<file path="src/rtl/unidade_busca.sv">
// unidade_busca: instruction fetch stage feeding the main control decoder.
// Holds the PC, fetches one word at a time over a req/ready handshake,
// presents instruction/opcode/PC to decode and computes the next PC on accept.
// Optional macro BUSCA_CONTADOR_EN enables the accepted-instruction counter
// on instr_contadas; without it the port is tied to zero.
module unidade_busca #(
  parameter logic [31:0] PC_INICIAL = 32'h0000_0000,
  parameter int unsigned ESPERA_MAX = 255
) (
  input  logic        clock,
  input  logic        reset,
  output logic        mem_req,
  output logic [31:0] mem_endereco,
  input  logic        mem_pronto,
  input  logic [31:0] mem_dado,
  output logic        instr_valida,
  input  logic        avancar,
  output logic [31:0] instrucao,
  output logic [5:0]  opcode,
  output logic [31:0] pc_atual,
  output logic [31:0] pc_mais4,
  input  logic [2:0]  c_desvio,
  input  logic        zero,
  input  logic [31:0] imediato,
  input  logic [31:0] reg_jr,
  output logic        erro_busca,
  output logic [31:0] instr_contadas
);

  typedef enum logic [1:0] {
    BUSCA   = 2'b00,
    ENTREGA = 2'b01,
    ERRO    = 2'b10
  } estado_t;

  // Last counter value before the fetch is declared lost.
  localparam logic [15:0] LIMITE = 16'(ESPERA_MAX - 32'd1);

  estado_t     estado_r, estado_s;
  logic [31:0] pc_r, pc_s;
  logic [31:0] instr_r, instr_s;
  logic [15:0] cnt_r, cnt_s;
  logic        mem_req_r, mem_req_s;
  logic        valida_r, valida_s;
  logic        erro_r, erro_s;
  logic [31:0] pc4_s;
  logic [31:0] desvio_s;
  logic [31:0] alvo_s;

  assign mem_req      = mem_req_r;
  assign mem_endereco = pc_r;
  assign instr_valida = valida_r;
  assign instrucao    = instr_r;
  assign opcode       = instr_r[31:26];
  assign pc_atual     = pc_r;
  assign pc_mais4     = pc4_s;
  assign erro_busca   = erro_r;

  // Next-PC target for the presented instruction, selected by the branch code.
  always_comb begin
    pc4_s    = pc_r + 32'd4;
    desvio_s = pc4_s + (imediato << 2);
    alvo_s   = pc4_s;
    case (c_desvio)
      3'b000:  alvo_s = pc4_s;
      3'b001:  alvo_s = zero ? desvio_s : pc4_s;
      3'b010:  alvo_s = zero ? pc4_s : desvio_s;
      3'b011,
      3'b100:  alvo_s = {pc4_s[31:28], instr_r[25:0], 2'b00};
      3'b101:  alvo_s = reg_jr;
      default: alvo_s = pc4_s;
    endcase
  end

  // Next-state and next-output logic of the fetch FSM.
  always_comb begin
    estado_s  = estado_r;
    pc_s      = pc_r;
    instr_s   = instr_r;
    cnt_s     = cnt_r;
    mem_req_s = mem_req_r;
    valida_s  = valida_r;
    erro_s    = erro_r;
    case (estado_r)
      BUSCA: begin
        if (mem_pronto && mem_req_r) begin
          instr_s   = mem_dado;
          cnt_s     = 16'd0;
          estado_s  = ENTREGA;
          mem_req_s = 1'b0;
          valida_s  = 1'b1;
        end else if (cnt_r == LIMITE) begin
          cnt_s     = 16'd0;
          estado_s  = ERRO;
          mem_req_s = 1'b0;
          erro_s    = 1'b1;
        end else begin
          cnt_s = cnt_r + 16'd1;
        end
      end
      ENTREGA: begin
        if (avancar) begin
          valida_s = 1'b0;
          if (alvo_s[1:0] != 2'b00) begin
            // Misaligned target: keep the PC of the offending instruction.
            estado_s = ERRO;
            erro_s   = 1'b1;
          end else begin
            pc_s      = alvo_s;
            estado_s  = BUSCA;
            mem_req_s = 1'b1;
          end
        end else begin
          estado_s = ENTREGA;
        end
      end
      ERRO: begin
        estado_s  = ERRO;
        mem_req_s = 1'b0;
        valida_s  = 1'b0;
        erro_s    = 1'b1;
      end
      default: begin
        estado_s  = ERRO;
        mem_req_s = 1'b0;
        valida_s  = 1'b0;
        erro_s    = 1'b1;
      end
    endcase
  end

  // State and output registers; reset restarts a fresh fetch at PC_INICIAL.
  always_ff @(posedge clock) begin
    if (reset) begin
      estado_r  <= BUSCA;
      pc_r      <= PC_INICIAL;
      instr_r   <= 32'd0;
      cnt_r     <= 16'd0;
      mem_req_r <= 1'b1;
      valida_r  <= 1'b0;
      erro_r    <= 1'b0;
    end else begin
      estado_r  <= estado_s;
      pc_r      <= pc_s;
      instr_r   <= instr_s;
      cnt_r     <= cnt_s;
      mem_req_r <= mem_req_s;
      valida_r  <= valida_s;
      erro_r    <= erro_s;
    end
  end

`ifdef BUSCA_CONTADOR_EN
  logic [31:0] contadas_r;

  assign instr_contadas = contadas_r;

  // Counts instructions accepted by decode, wrapping at 2^32.
  always_ff @(posedge clock) begin
    if (reset) begin
      contadas_r <= 32'd0;
    end else if (valida_r && avancar) begin
      contadas_r <= contadas_r + 32'd1;
    end else begin
      contadas_r <= contadas_r;
    end
  end
`else
  assign instr_contadas = 32'd0;
`endif

endmodule

</file>
<file path="config.mk">
export PLATFORM = sky130hd
export DESIGN_NAME = unidade_busca
export DESIGN_NICKNAME = d
export VERILOG_FILES = /design/src/rtl/unidade_busca.sv
export SDC_FILE = /design/constraint.sdc
export NUM_CORES = 1
export LEC_CHECK = 0
export CELL_PAD_IN_SITES_DETAIL_PLACEMENT = 2
export CELL_PAD_IN_SITES_GLOBAL_PLACEMENT = 2
export CORE_MARGIN = 1.5
export CORE_UTILIZATION = 26
export CTS_BUF_LIST = sky130_fd_sc_hd__clkbuf_8
export CTS_CLUSTER_SIZE = 10
export DETAILED_ROUTE_END_ITERATION = 7
export PLACE_DENSITY = 0.95
export RECOVER_POWER = 25
export SYNTH_ARGS = -nofsm -noshare
export SYNTH_HDL_FRONTEND = slang
export SYNTH_SLANG_ARGS = --single-unit
</file>
<file path="constraint.sdc">
create_clock -name clock -period 8.1 [get_ports clock]
set_input_delay 0.81 -clock clock [delete_from_list [all_inputs] [get_ports clock]]
set_output_delay 0.81 -clock clock [all_outputs]
set_load 0.02 [all_outputs]
</file>
==> metrics.md, run 1 <==
| Metric | Value |
|---|---|
| Number of synthesized flops with an enable pin | `0` |
| Max Cap Violations | `0` |
| Startpoint types | `register` |
| Routed WL per cell | `approximately 21 um` |
| Share of cells above drive strength 1 | `0.0412` |
| Worst EP arrival | `4630 ps` |
| Antenna-violating nets left | `0` |
| First-pass GRT wire length | `~45 mm` |
| Yosys cell types | `71` |
| WL final | `just under 30 mm` |
| Crit-path max FO | `7` |
| Cell row count | `58` |
| # fillers | `2,863` |
| First-pass detailed-route iteration total | `5` |
| Cell area after synthesis | `0.00659 sq mm` |
| Max-slew headroom at the worst pin | `0.315` |
| Setup Fix Bufs, Post-CTS | `0` |
| Pleak | `3.61 nW` |
| CTS max path bufs | `2` |
| Most frequent cells in the layout | `182 x clkdlybuf4s50_1, 120 x nand2_1, 85 x a21oi_1, 85 x dfxtp_1, 78 x nor2_1` |
| Register area share after synthesis | `0.258` |
| DR vias | `7,334` |
| Die Width | `approximately 160 um` |
| Clock-pin slew on the worst setup and hold paths | `90 ps` |
| Unrepaired setup endpoints after global routing | `false` |
| Final critical-path required period | `4400 ps` |
| Largest net degree at the start of global routing | `84` |
| Most common cell after layout, fill and taps aside | `clkdlybuf4s50_1` |
| Pwr/cell area | `141 mW/mm^2` |
| Max H-tree Level | `3` |
| Worst Hold End | `instrucao[31]$_SDFFE_PP0P_` |
| Reg2reg end | `mem_endereco[27]$_SDFFE_PP0P_` |
| Critical Path End Type | `register` |
| Global route overflow | `0` |
| Port-buffer cells | `238` |
| Worst min path class | `reg -> reg` |
| Clk_skew | `11.3 ps` |
| Post-synth ARST share | `0` |
| Area growth syn-to-layout | `37.6%` |
| Total power | `1.28 mW` |
| Placer Congestion | `0.864` |
| CORE AREA | `0.0250 sq mm` |
| Prevailing post-synth register cell | `dfxtp_1` |
| Max-slew violation count | `0` |
| Dpl hpwl | `approximately 23 mm` |
| CTS tree | `done` |
| I/O pin count | `273` |
| Req. time, crit path | `8330 ps` |
| Hold Startpoint | `instrucao[31]$_SDFFE_PP0P_` |
| Hold-fix buffers, CTS | `0` |
| Maximum VDD drop | `0.0840 mV` |
| YS warnings | `0` |
| GR Util All Layers | `0.220` |
| Critical path type | `reg -> reg` |
| Fmax | `0.227 GHz` |
| Post-CTS Resized | `0` |
| Worst hold path depth | `2` |
| Initial core utilization | `0.263` |
| Vias per inst | `5.32` |
| Die H | `between 150 and 200 um` |
| Design Area, Final | `about 0.009 sq mm` |
| Worst skew pair latency | `390 ps` |
| Nets | `between 1,000 and 1,500` |
| Total die area | `roughly 0.026 sq mm` |
| Syn avg cell area | `about 7.6 sq um` |
| Dpl ws | `~3900 ps` |
| Num CTS Buffers | `9` |
| Final hold vios | `0` |
| WHS | `476 ps` |
| Final Cycle Share | `0.543` |
| Clk sink count | `85` |
| FF-to-FF path depth | `15` |
| DRC Markers | `0` |
| Antenna violations before repair | `5` |
| R2R setup slack | `around 3700 ps` |
| Yosys reg bits | `85` |
| Worst-margin pin slew | `1020 ps` |
| Setup TNS | `0 ps` |
| Setup ws final | `3700 ps` |
| Worst reg2reg startpoint | `mem_endereco[2]$_SDFFE_PP0P_` |
| Status | `finished, final reports clean` |
| Post-Syn Instances | `865` |
| Final setup fails | `0` |
| Number of global-route vias before repair | `approximately 7,700` |
| Clock tree root driver cell | `clkbuf_8` |
| Post-DP Area | `0.00882 sq mm` |
| Initial drt markers | `roughly 400` |
==> area by class of cell <==
class / count / area (sq um) / share of cell area
timing repair buffer: 246 / 2440 / 0.269
inverter: 20 / 75.1 / 0.00829
tap: 330 / 413 / 0.0456
sequential: 85 / 1700 / 0.188
clock buffer: 11 / 151 / 0.0167
antenna: 5 / 12.5 / 0.00138
multi-input combinational: 678 / 4200 / 0.463
clock inverter: 4 / 72.6 / 0.00801
==> report_power, final <==
part           internal, mW  total [mW]  switching [mW]
logic                 0.178       0.436           0.258
clock network         0.189       0.362           0.173
registers             0.444       0.482          0.0378
total                 0.811        1.28           0.468
==> cell usage after synthesis, drive strengths merged, types with 3 or more instances <==
library cell	count	area share
nor3	14	0.011
nand4	13	0.013
nand3	31	0.024
inv	20	0.011
a311oi	17	0.023
nand2	120	0.068
xor2	17	0.023
nor3b	11	0.013
a31oi	10	0.0095
nand2b	8	0.0076
a21oi	86	0.065
or3	3	0.0028
xnor2	32	0.043
o31ai	3	0.0034
or2	3	0.0028
o21bai	5	0.0057
ha	36	0.068
o2111ai	5	0.0066
clkbuf	32	0.021
a21o	10	0.012
and2	4	0.0038
a221o	12	0.018
a211oi	3	0.0034
buf	81	0.091
nor4	4	0.0084
and4	6	0.0080
nor2b	4	0.0038
a222oi	14	0.021
o211ai	4	0.0046
a221oi	8	0.011
and3	13	0.013
o21ai	38	0.029
dfxtp	85	0.26
nor2	79	0.045
a211o	3	0.0042
o221ai	3	0.0040
o22ai	4	0.0047
==> cells by family (layout without fill, tap and decap cells) <==
| group | count (synthesis) | after routing | synth area share |
|---|---|---|---|
| and+or+nand+nor | 318 | 318 | 0.232 |
| AOI/OAI and AO/OA | 239 | 239 | 0.244 |
| buffers and inverters | 133 | 281 | 0.124 |
| DFF | 85 | 85 | 0.258 |
| xor gates and xnor gates | 49 | 49 | 0.0652 |
| adders and majority gates | 37 | 37 | 0.0714 |
| muxes | 3 | 3 | 0.00475 |
| other | 1 | 37 | 0.000569 |
==> sequential cells by signal, indices dropped and copies added, names as in the netlist <==
register / count
instrucao: 32
mem_endereco: 32
cnt_r: 16
estado_r: 2
erro_busca: 1
instr_valida: 1
mem_req: 1
==> worst max path at each step <==
stage                                            start                       endpoint  slack (ps)
after floorplan           mem_endereco[8]$_SDFFE_PP0P_  mem_endereco[30]$_SDFFE_PP0P_        4280
after global placement    mem_endereco[8]$_SDFFE_PP0P_  mem_endereco[30]$_SDFFE_PP0P_        3980
after detailed placement  mem_endereco[8]$_SDFFE_PP0P_  mem_endereco[26]$_SDFFE_PP0P_        3870
after CTS                 mem_endereco[2]$_SDFFE_PP0P_  mem_endereco[27]$_SDFFE_PP0P_        3710
after global routing      mem_endereco[2]$_SDFFE_PP0P_  mem_endereco[27]$_SDFFE_PP0P_        3480
final                     mem_endereco[2]$_SDFFE_PP0P_  mem_endereco[27]$_SDFFE_PP0P_        3700
==> critical path, cell delays in order (launching register included) <==
cell	delay, ps
dfxtp_1	500
ha_1	300
inv_1	120
nor4_4	480
nand3_1	260
nor2_1	200
xor2_1	420
ha_1	360
a21oi_1	200
o21ai_0	200
nor3_1	220
nand3_1	150
a31oi_1	250
xnor2_1	150
a221oi_1	320
nor3_1	90
==> layer usage <==
| metal | part of all wire | vias to the layer above | GRT usage | routed length, um |
|---|---|---|---|---|
| met4 | 0.035 | 0 | 0.0997 | 1020 |
| li1 | - | 3400 | - | - |
| met1 | 0.43 | 3658 | 0.270 | 12600 |
| met2 | 0.49 | 224 | 0.381 | 14400 |
| met3 | 0.044 | 52 | 0.0301 | 1290 |
| met5 | 0 | - | 0 | 0 |
==> through the flow <==
step                      std cells   util
after floorplan                 896      -
after global placement         1359  0.352
after detailed placement       1359  0.352
after CTS                      1374  0.361
after global routing           1379  0.362
final                          1379  0.362
(Power assumes the default switching activity.)
==> inputs of run 2 (changes only) <==
Settings changed: CORE_UTILIZATION 26 to 24, PLACE_DENSITY 0.95 to 0.92.
Clock period 8.1 ns to 4.4 ns, I/O delays scaled along.
==> metrics.md, run 2 (synthesized netlist as in run 1, its figures left out) <==
| Metric | Value |
|---|---|
| Status | `finished, final reports clean` |
| Vias per inst | `5.33 (+0.17%)` |
| Startpoint types | `register` |
| Die H | `169 um (+4.0%)` |
| First-pass detailed-route iteration total | `5 (unchanged)` |
| Clk sink count | `85 (unchanged)` |
| Initial drt markers | `406 (-0.49%)` |
| Req. time, crit path | `4760 ps (-3570 ps)` |
| Max Cap Violations | `0 (unchanged)` |
| Critical path type | `reg -> reg` |
| Nets | `1,197 (+1.4%)` |
| Antenna violations before repair | `3 (-2)` |
| Worst-margin pin slew | `1020 ps (-4.43 ps)` |
| Antenna-violating nets left | `0 (unchanged)` |
| Share of cells above drive strength 1 | `0.0566 (+0.0154)` |
| Max-slew violation count | `0 (unchanged)` |
| DRC Markers | `0 (unchanged)` |
| Final critical-path required period | `4110 ps (-284 ps)` |
| # fillers | `3,080 (+7.6%)` |
| Num CTS Buffers | `9 (unchanged)` |
| Worst reg2reg startpoint | `mem_endereco[10]$_SDFFE_PP0P_` |
| Largest net degree at the start of global routing | `84 (unchanged)` |
| Worst EP arrival | `4470 ps (-160 ps)` |
| Pleak | `3.66 nW (+1.2%)` |
| WL final | `30.6 mm (+4.5%)` |
| Pwr/cell area | `249 mW/mm^2 (+76%)` |
| Maximum VDD drop | `0.123 mV (+46%)` |
| CTS max path bufs | `2 (unchanged)` |
| Area of the multi-input gates | `0.00420 sq mm (unchanged)` |
| Clock tree root driver cell | `clkbuf_8` |
| Crit-path max FO | `7 (unchanged)` |
| FF-to-FF path depth | `14 (-1)` |
| CTS tree | `done` |
| Routed WL per cell | `21.8 um (+2.6%)` |
| Critical Path End Type | `register` |
| Register area | `0.00170 sq mm (about the same)` |
| WHS | `416 ps (-60.3 ps)` |
| Initial core utilization | `0.244 (-0.0187)` |
| Dpl hpwl | `24.0 mm (+5.2%)` |
| Reg2reg end | `mem_endereco[30]$_SDFFE_PP0P_` |
| Port-buffer cells | `238 (unchanged)` |
| Unrepaired setup endpoints after global routing | `false` |
| Clock-pin slew on the worst setup and hold paths | `120 ps (+30 ps)` |
| Clk_skew | `27.6 ps (+16.3 ps)` |
| CORE AREA | `0.0270 sq mm (+7.6%)` |
| Most common cell after layout, fill and taps aside | `clkdlybuf4s50_1` |
| Worst min path class | `in -> reg` |
| Setup TNS | `0 ps (unchanged)` |
| Total die area | `0.0284 sq mm (+8.2%)` |
| Worst skew pair latency | `400 ps (about the same)` |
| Global route overflow | `0 (unchanged)` |
| Die Width | `169 um (+4.0%)` |
| Most frequent cells in the layout | `184 x clkdlybuf4s50_1, 120 x nand2_1, 85 x a21oi_1, 84 x dfxtp_1, 78 x nor2_1` |
| CP startpoint | `mem_endereco[10]$_SDFFE_PP0P_` |
| Worst setup path endpoint | `mem_endereco[30]$_SDFFE_PP0P_` |
| Final Cycle Share | `0.935 (+0.392)` |
| Max H-tree Level | `3 (unchanged)` |
| Max-slew headroom at the worst pin | `0.321 (+0.00548)` |
| I/O pin count | `273 (unchanged)` |
| DR vias | `7,485 (+2.1%)` |
| Fmax | `0.243 GHz (+6.9%)` |
| Area growth syn-to-layout | `38.9%` |
| First-pass GRT wire length | `46.6 mm (+4.2%)` |
| Number of global-route vias before repair | `7,978 (+3.2%)` |
| Final setup fails | `0 (unchanged)` |
| Final hold vios | `0 (unchanged)` |
| Cell row count | `60 (+3.4%)` |
| R2R setup slack | `290 ps (-3420 ps)` |
| Placer Congestion | `0.904 (+4.6%)` |
| Hold-fix buffers, CTS | `0 (unchanged)` |
| GR Util All Layers | `0.213 (-0.00725)` |
run 2: changes by cell type in the layout (fill, tap and decap cells not counted), moves of 2 or more:
cell	change
clkbuf_8	-2
diode_2	-2
inv_6	+2
bufinv_16	-2
buf_4	+14
clkdlybuf4s50_1	+2
dlygate4sd3_1	-2
run 2: how the worst min path moves through the flow:
stage	cells after the start	endpoint	slack (ps)	startpoint
2_1_floorplan	1	cnt_r[7]$_SDFFE_PP0P_	440	cnt_r[7]$_SDFFE_PP0P_
3_3_place_gp	2	erro_busca$_SDFFE_PP0P_	450	erro_busca$_SDFFE_PP0P_
3_5_place_dp	2	instrucao[7]$_SDFFE_PP0P_	480	instrucao[7]$_SDFFE_PP0P_
4_1_cts	4	mem_endereco[28]$_SDFFE_PP0P_	390	reset
5_1_grt	4	mem_endereco[28]$_SDFFE_PP0P_	430	reset
6_report	4	mem_endereco[28]$_SDFFE_PP0P_	420	reset
run 2: critical path: stages, from the launching register on:
cell and delay [ps]:
dfxtp_1 530, nand4_1 290, nor4_4 310, buf_4 220
nand2_1 80, xnor2_1 480, ha_1 290, nand3_2 130
nor3_2 250, o2111ai_1 240, a31oi_1 280, o22ai_2 130
o31a_1 300, a2111oi_2 390, a221o_1 160
run 2: repair_timing:
action | CTS | global route
endpoints found under the setup margin | 0 | 2
setup buffers | 0 | 1
resized for setup | 0 | 1
run 2: metrics by stage:
stage,instance area [sq um],power [mW],utilization,setup WS (ps),cells
after detailed placement,8960,1.74,0.333,173,1385
after floorplan,6700,1.37,-,580,896
final,9150,2.27,0.340,286,1405
after CTS,9140,2.31,0.339,168,1401
after global routing,9150,2.40,0.340,60.4,1405
after global placement,8960,1.70,0.333,361,1385
run 2: power breakdown:
group | switching [mW] | leakage [nW] | total, mW | internal [mW]
clock | 0.356 | 0.0914 | 0.565 | 0.209
sequential | 0.0659 | 0.691 | 0.884 | 0.818
combinational | 0.488 | 2.87 | 0.825 | 0.337
total | 0.910 | 3.66 | 2.27 | 1.36
run 2: cell type report:
class,instances,share of cell area
clock buffer,9,0.0135
sequential,85,0.186
timing repair buffer,262,0.280
multi-input combinational,678,0.459
antenna,3,0.000820
inverter,20,0.00820
tap,341,0.0466
clock inverter,7,0.00561
run 2: per-layer routing:
layer,GRT usage,routed length [um],vias up
met5,0,0,-
met4,0.0986,1070,0
met3,0.0311,1470,65
met2,0.371,15200,260
met1,0.257,12900,3744
li1,-,-,3416
==> inputs of run 3 (changes only) <==
Settings changed: CORE_UTILIZATION 24 to 26, PLACE_DENSITY 0.92 to 0.95.
Clock period 4.4 ns to 4.8 ns, I/O delays scaled along.
==> metrics.md, run 3 (synthesized netlist as in run 1, its figures left out) <==
| Metric | Value |
|---|---|
| Final hold vios | `0 (unchanged)` |
| Startpoint types | `register` |
| Worst skew pair latency | `390 ps (about the same)` |
| Switch share | `0.363 (-0.0377)` |
| Num CTS Buffers | `9 (unchanged)` |
| Most common cell after layout, fill and taps aside | `clkdlybuf4s50_1` |
| Most frequent cells in the layout | `182 x clkdlybuf4s50_1, 120 x nand2_1, 85 x a21oi_1, 85 x dfxtp_1, 78 x nor2_1` |
| Status | `finished, final reports clean` |
| Max Cap Violations | `0 (unchanged)` |
| Routed WL per cell | `21.4 um (-1.8%)` |
| Post-CTS Resized | `0 (unchanged)` |
| GR Util All Layers | `0.222 (+0.00954)` |
| Critical path type | `reg -> reg` |
| Worst Hold End | `instrucao[31]$_SDFFE_PP0P_` |
| CTS tree | `done` |
| Vias per inst | `5.31 (-0.36%)` |
| Port-buffer cells | `238 (unchanged)` |
| Total die area | `0.0263 sq mm (-7.6%)` |
| Setup TNS | `0 ps (unchanged)` |
| Clk sink count | `85 (unchanged)` |
| DR vias | `7,357 (-1.7%)` |
| Crit-path max FO | `8 (+1)` |
| Pleak | `3.65 nW (-0.11%)` |
| Die Width | `162 um (-3.9%)` |
| WL final | `29.7 mm (-3.1%)` |
| Setup Fix Bufs, Post-CTS | `0 (unchanged)` |
| Number of global-route vias before repair | `7,823 (-1.9%)` |
| Maximum VDD drop | `0.120 mV (-2.5%)` |
| CP top delay family | `compound AO/OA/AOI/OAI gates` |
| FF-to-FF path depth | `13 (-1)` |
| Reg2reg end | `mem_endereco[30]$_SDFFE_PP0P_` |
| Placer Congestion | `0.875 (-3.2%)` |
| Worst reg2reg startpoint | `mem_endereco[9]$_SDFFE_PP0P_` |
| Clk_skew | `12.1 ps (-15.6 ps)` |
| Hold Startpoint | `instrucao[31]$_SDFFE_PP0P_` |
| Max H-tree Level | `3 (unchanged)` |
| Clock tree root driver cell | `clkbuf_8` |
| Antenna-violating nets left | `0 (unchanged)` |
| Post-DP Area | `0.00888 sq mm (-0.96%)` |
| Worst EP arrival | `4710 ps (+240 ps)` |
| Global route overflow | `0 (unchanged)` |
| Area growth syn-to-layout | `38.7%` |
| Register area | `0.00170 sq mm (about the same)` |
| Psw | `0.804 mW (-12%)` |
| Unrepaired setup endpoints after global routing | `false` |
| Clk network pwr share | `0.299 (+0.050)` |
| Initial core utilization | `0.263 (+0.0187)` |
| Final critical-path required period | `4370 ps (+259 ps)` |
| Max-slew violation count | `0 (unchanged)` |
| Dpl hpwl | `23.5 mm (-1.9%)` |
| Die H | `162 um (-3.9%)` |
| Pwr/cell area | `243 mW/mm^2 (-2.4%)` |
| Worst path bufs/invs | `0 (-1)` |
| Slowest-stage cell, CP | `nor4_4` |
| First-pass GRT wire length | `45.4 mm (-2.7%)` |
| Crit-path max cell delay | `610 ps (+80 ps)` |
| Initial drt markers | `477 (+17%)` |
| Fmax | `0.229 GHz (-5.9%)` |
| Area of the multi-input gates | `0.00420 sq mm (unchanged)` |
| # fillers | `2,882 (-6.4%)` |
| Register share of total power | `0.366 (-0.023)` |
| Hold-fix buffers, CTS | `0 (unchanged)` |
| Worst min path class | `reg -> reg` |
| Placed cell count | `1,366 (-1.4%)` |
| Max-slew headroom at the worst pin | `0.272 (-0.0486)` |
| Final setup fails | `0 (unchanged)` |
| R2R setup slack | `430 ps (+140 ps)` |
| Nets | `1,188 (-0.75%)` |
| CTS max path bufs | `2 (unchanged)` |
| Cell row count | `58 (-3.3%)` |
| DRC Markers | `0 (unchanged)` |
| Critical Path End Type | `register` |
| Design Area, Final | `0.00914 sq mm (-0.18%)` |
| Worst-margin pin slew | `1090 ps (+69.0 ps)` |
| Largest net degree at the start of global routing | `62 (-26%)` |
| Non-Filler Instances | `1,386 (-1.4%)` |
| Final Cycle Share | `0.911 (-0.0239)` |
| Req. time, crit path | `5140 ps (+380 ps)` |
| First-pass detailed-route iteration total | `6 (+1)` |
| Comb power frac | `0.336 (-0.027)` |
| Share of cells above drive strength 1 | `0.0485 (-0.00807)` |
| Crit-path cells | `nand4_1 -> nor4_4 -> nand3_1 -> xnor2_1 -> ha_1 -> nand3_2 -> nor3_2 -> o2111ai_1 -> a31oi_1 -> o22ai_2 -> o31a_1 -> a2111oi_2 -> a221o_1` |
| Clock-pin slew on the worst setup and hold paths | `100 ps (-20 ps)` |
| I/O pin count | `273 (unchanged)` |
| Antenna violations before repair | `4 (+1)` |
| Cell Int Power | `1.41 mW (+3.6%)` |
| CORE AREA | `0.0250 sq mm (-7.1%)` |
| Worst hold path depth | `2 (-2)` |
-- run 3: cell count changes in the layout (fill, tap and decap cells not counted), sizes merged, moves of 2 or more --
cell,before,now
buf,24,16
bufinv,0,3
clkdlybuf4s50,184,182
clkinv,3,0
dlygate4sd3,53,55
-- run 3: per-stage QoR --
stage	hold WS (ps)	utilization	power [mW]	setup WS, ps
3_5_place_dp	475	0.355	1.58	502
4_1_cts	490	0.364	2.25	485
3_3_place_gp	460	0.355	1.55	790
2_1_floorplan	440	-	1.26	980
5_1_grt	503	0.365	2.32	224
6_report	478	0.365	2.22	426
-- run 3: worst max-delay path by stage --
stage	from	endpoint	slack, ps	cells after the start
2_1_floorplan	mem_endereco[8]$_SDFFE_PP0P_	mem_endereco[30]$_SDFFE_PP0P_	980	13
3_3_place_gp	mem_endereco[9]$_SDFFE_PP0P_	mem_endereco[30]$_SDFFE_PP0P_	790	13
3_5_place_dp	mem_endereco[2]$_SDFFE_PP0P_	mem_endereco[30]$_SDFFE_PP0P_	500	15
4_1_cts	mem_endereco[9]$_SDFFE_PP0P_	mem_endereco[30]$_SDFFE_PP0P_	490	13
5_1_grt	mem_endereco[9]$_SDFFE_PP0P_	mem_endereco[30]$_SDFFE_PP0P_	220	13
6_report	mem_endereco[9]$_SDFFE_PP0P_	mem_endereco[30]$_SDFFE_PP0P_	430	13
-- run 3: area by class of cell --
class                           count  share of cell area
Antenna cell                        4             0.00110
Sequential cell                    85               0.186
Timing Repair Buffer              253               0.273
Tap cell                          330              0.0452
Clock inverter                      6              0.0121
Multi-Input combinational cell    678               0.460
Clock buffer                       10              0.0151
Inverter                           20             0.00822
-- run 3: layer usage --
layer | vias to the layer above | GRT usage | wire (um)
met5 | - | 0 | 0
met4 | 0 | 0.0867 | 801
met3 | 49 | 0.0304 | 1590
met2 | 243 | 0.389 | 14800
met1 | 3662 | 0.275 | 12500
li1 | 3403 | - | -
-- run 3: power groups by stage --
| stage | sequential, mW | combinational, mW | clock (mW) |
|---|---|---|---|
| after global routing | 0.818 | 0.800 | 0.701 |
| after CTS | 0.811 | 0.757 | 0.678 |
| after detailed placement | 0.827 | 0.752 | 0 |
| final | 0.810 | 0.744 | 0.662 |
| after floorplan | 0.852 | 0.405 | 0 |
| after global placement | 0.823 | 0.723 | 0 |
-- run 3: tightest hold or removal path, cell delays in order, from the launching register on --
cell,delay [ps]
dfxtp_1,330
nand2_1,50
a21oi_1,50
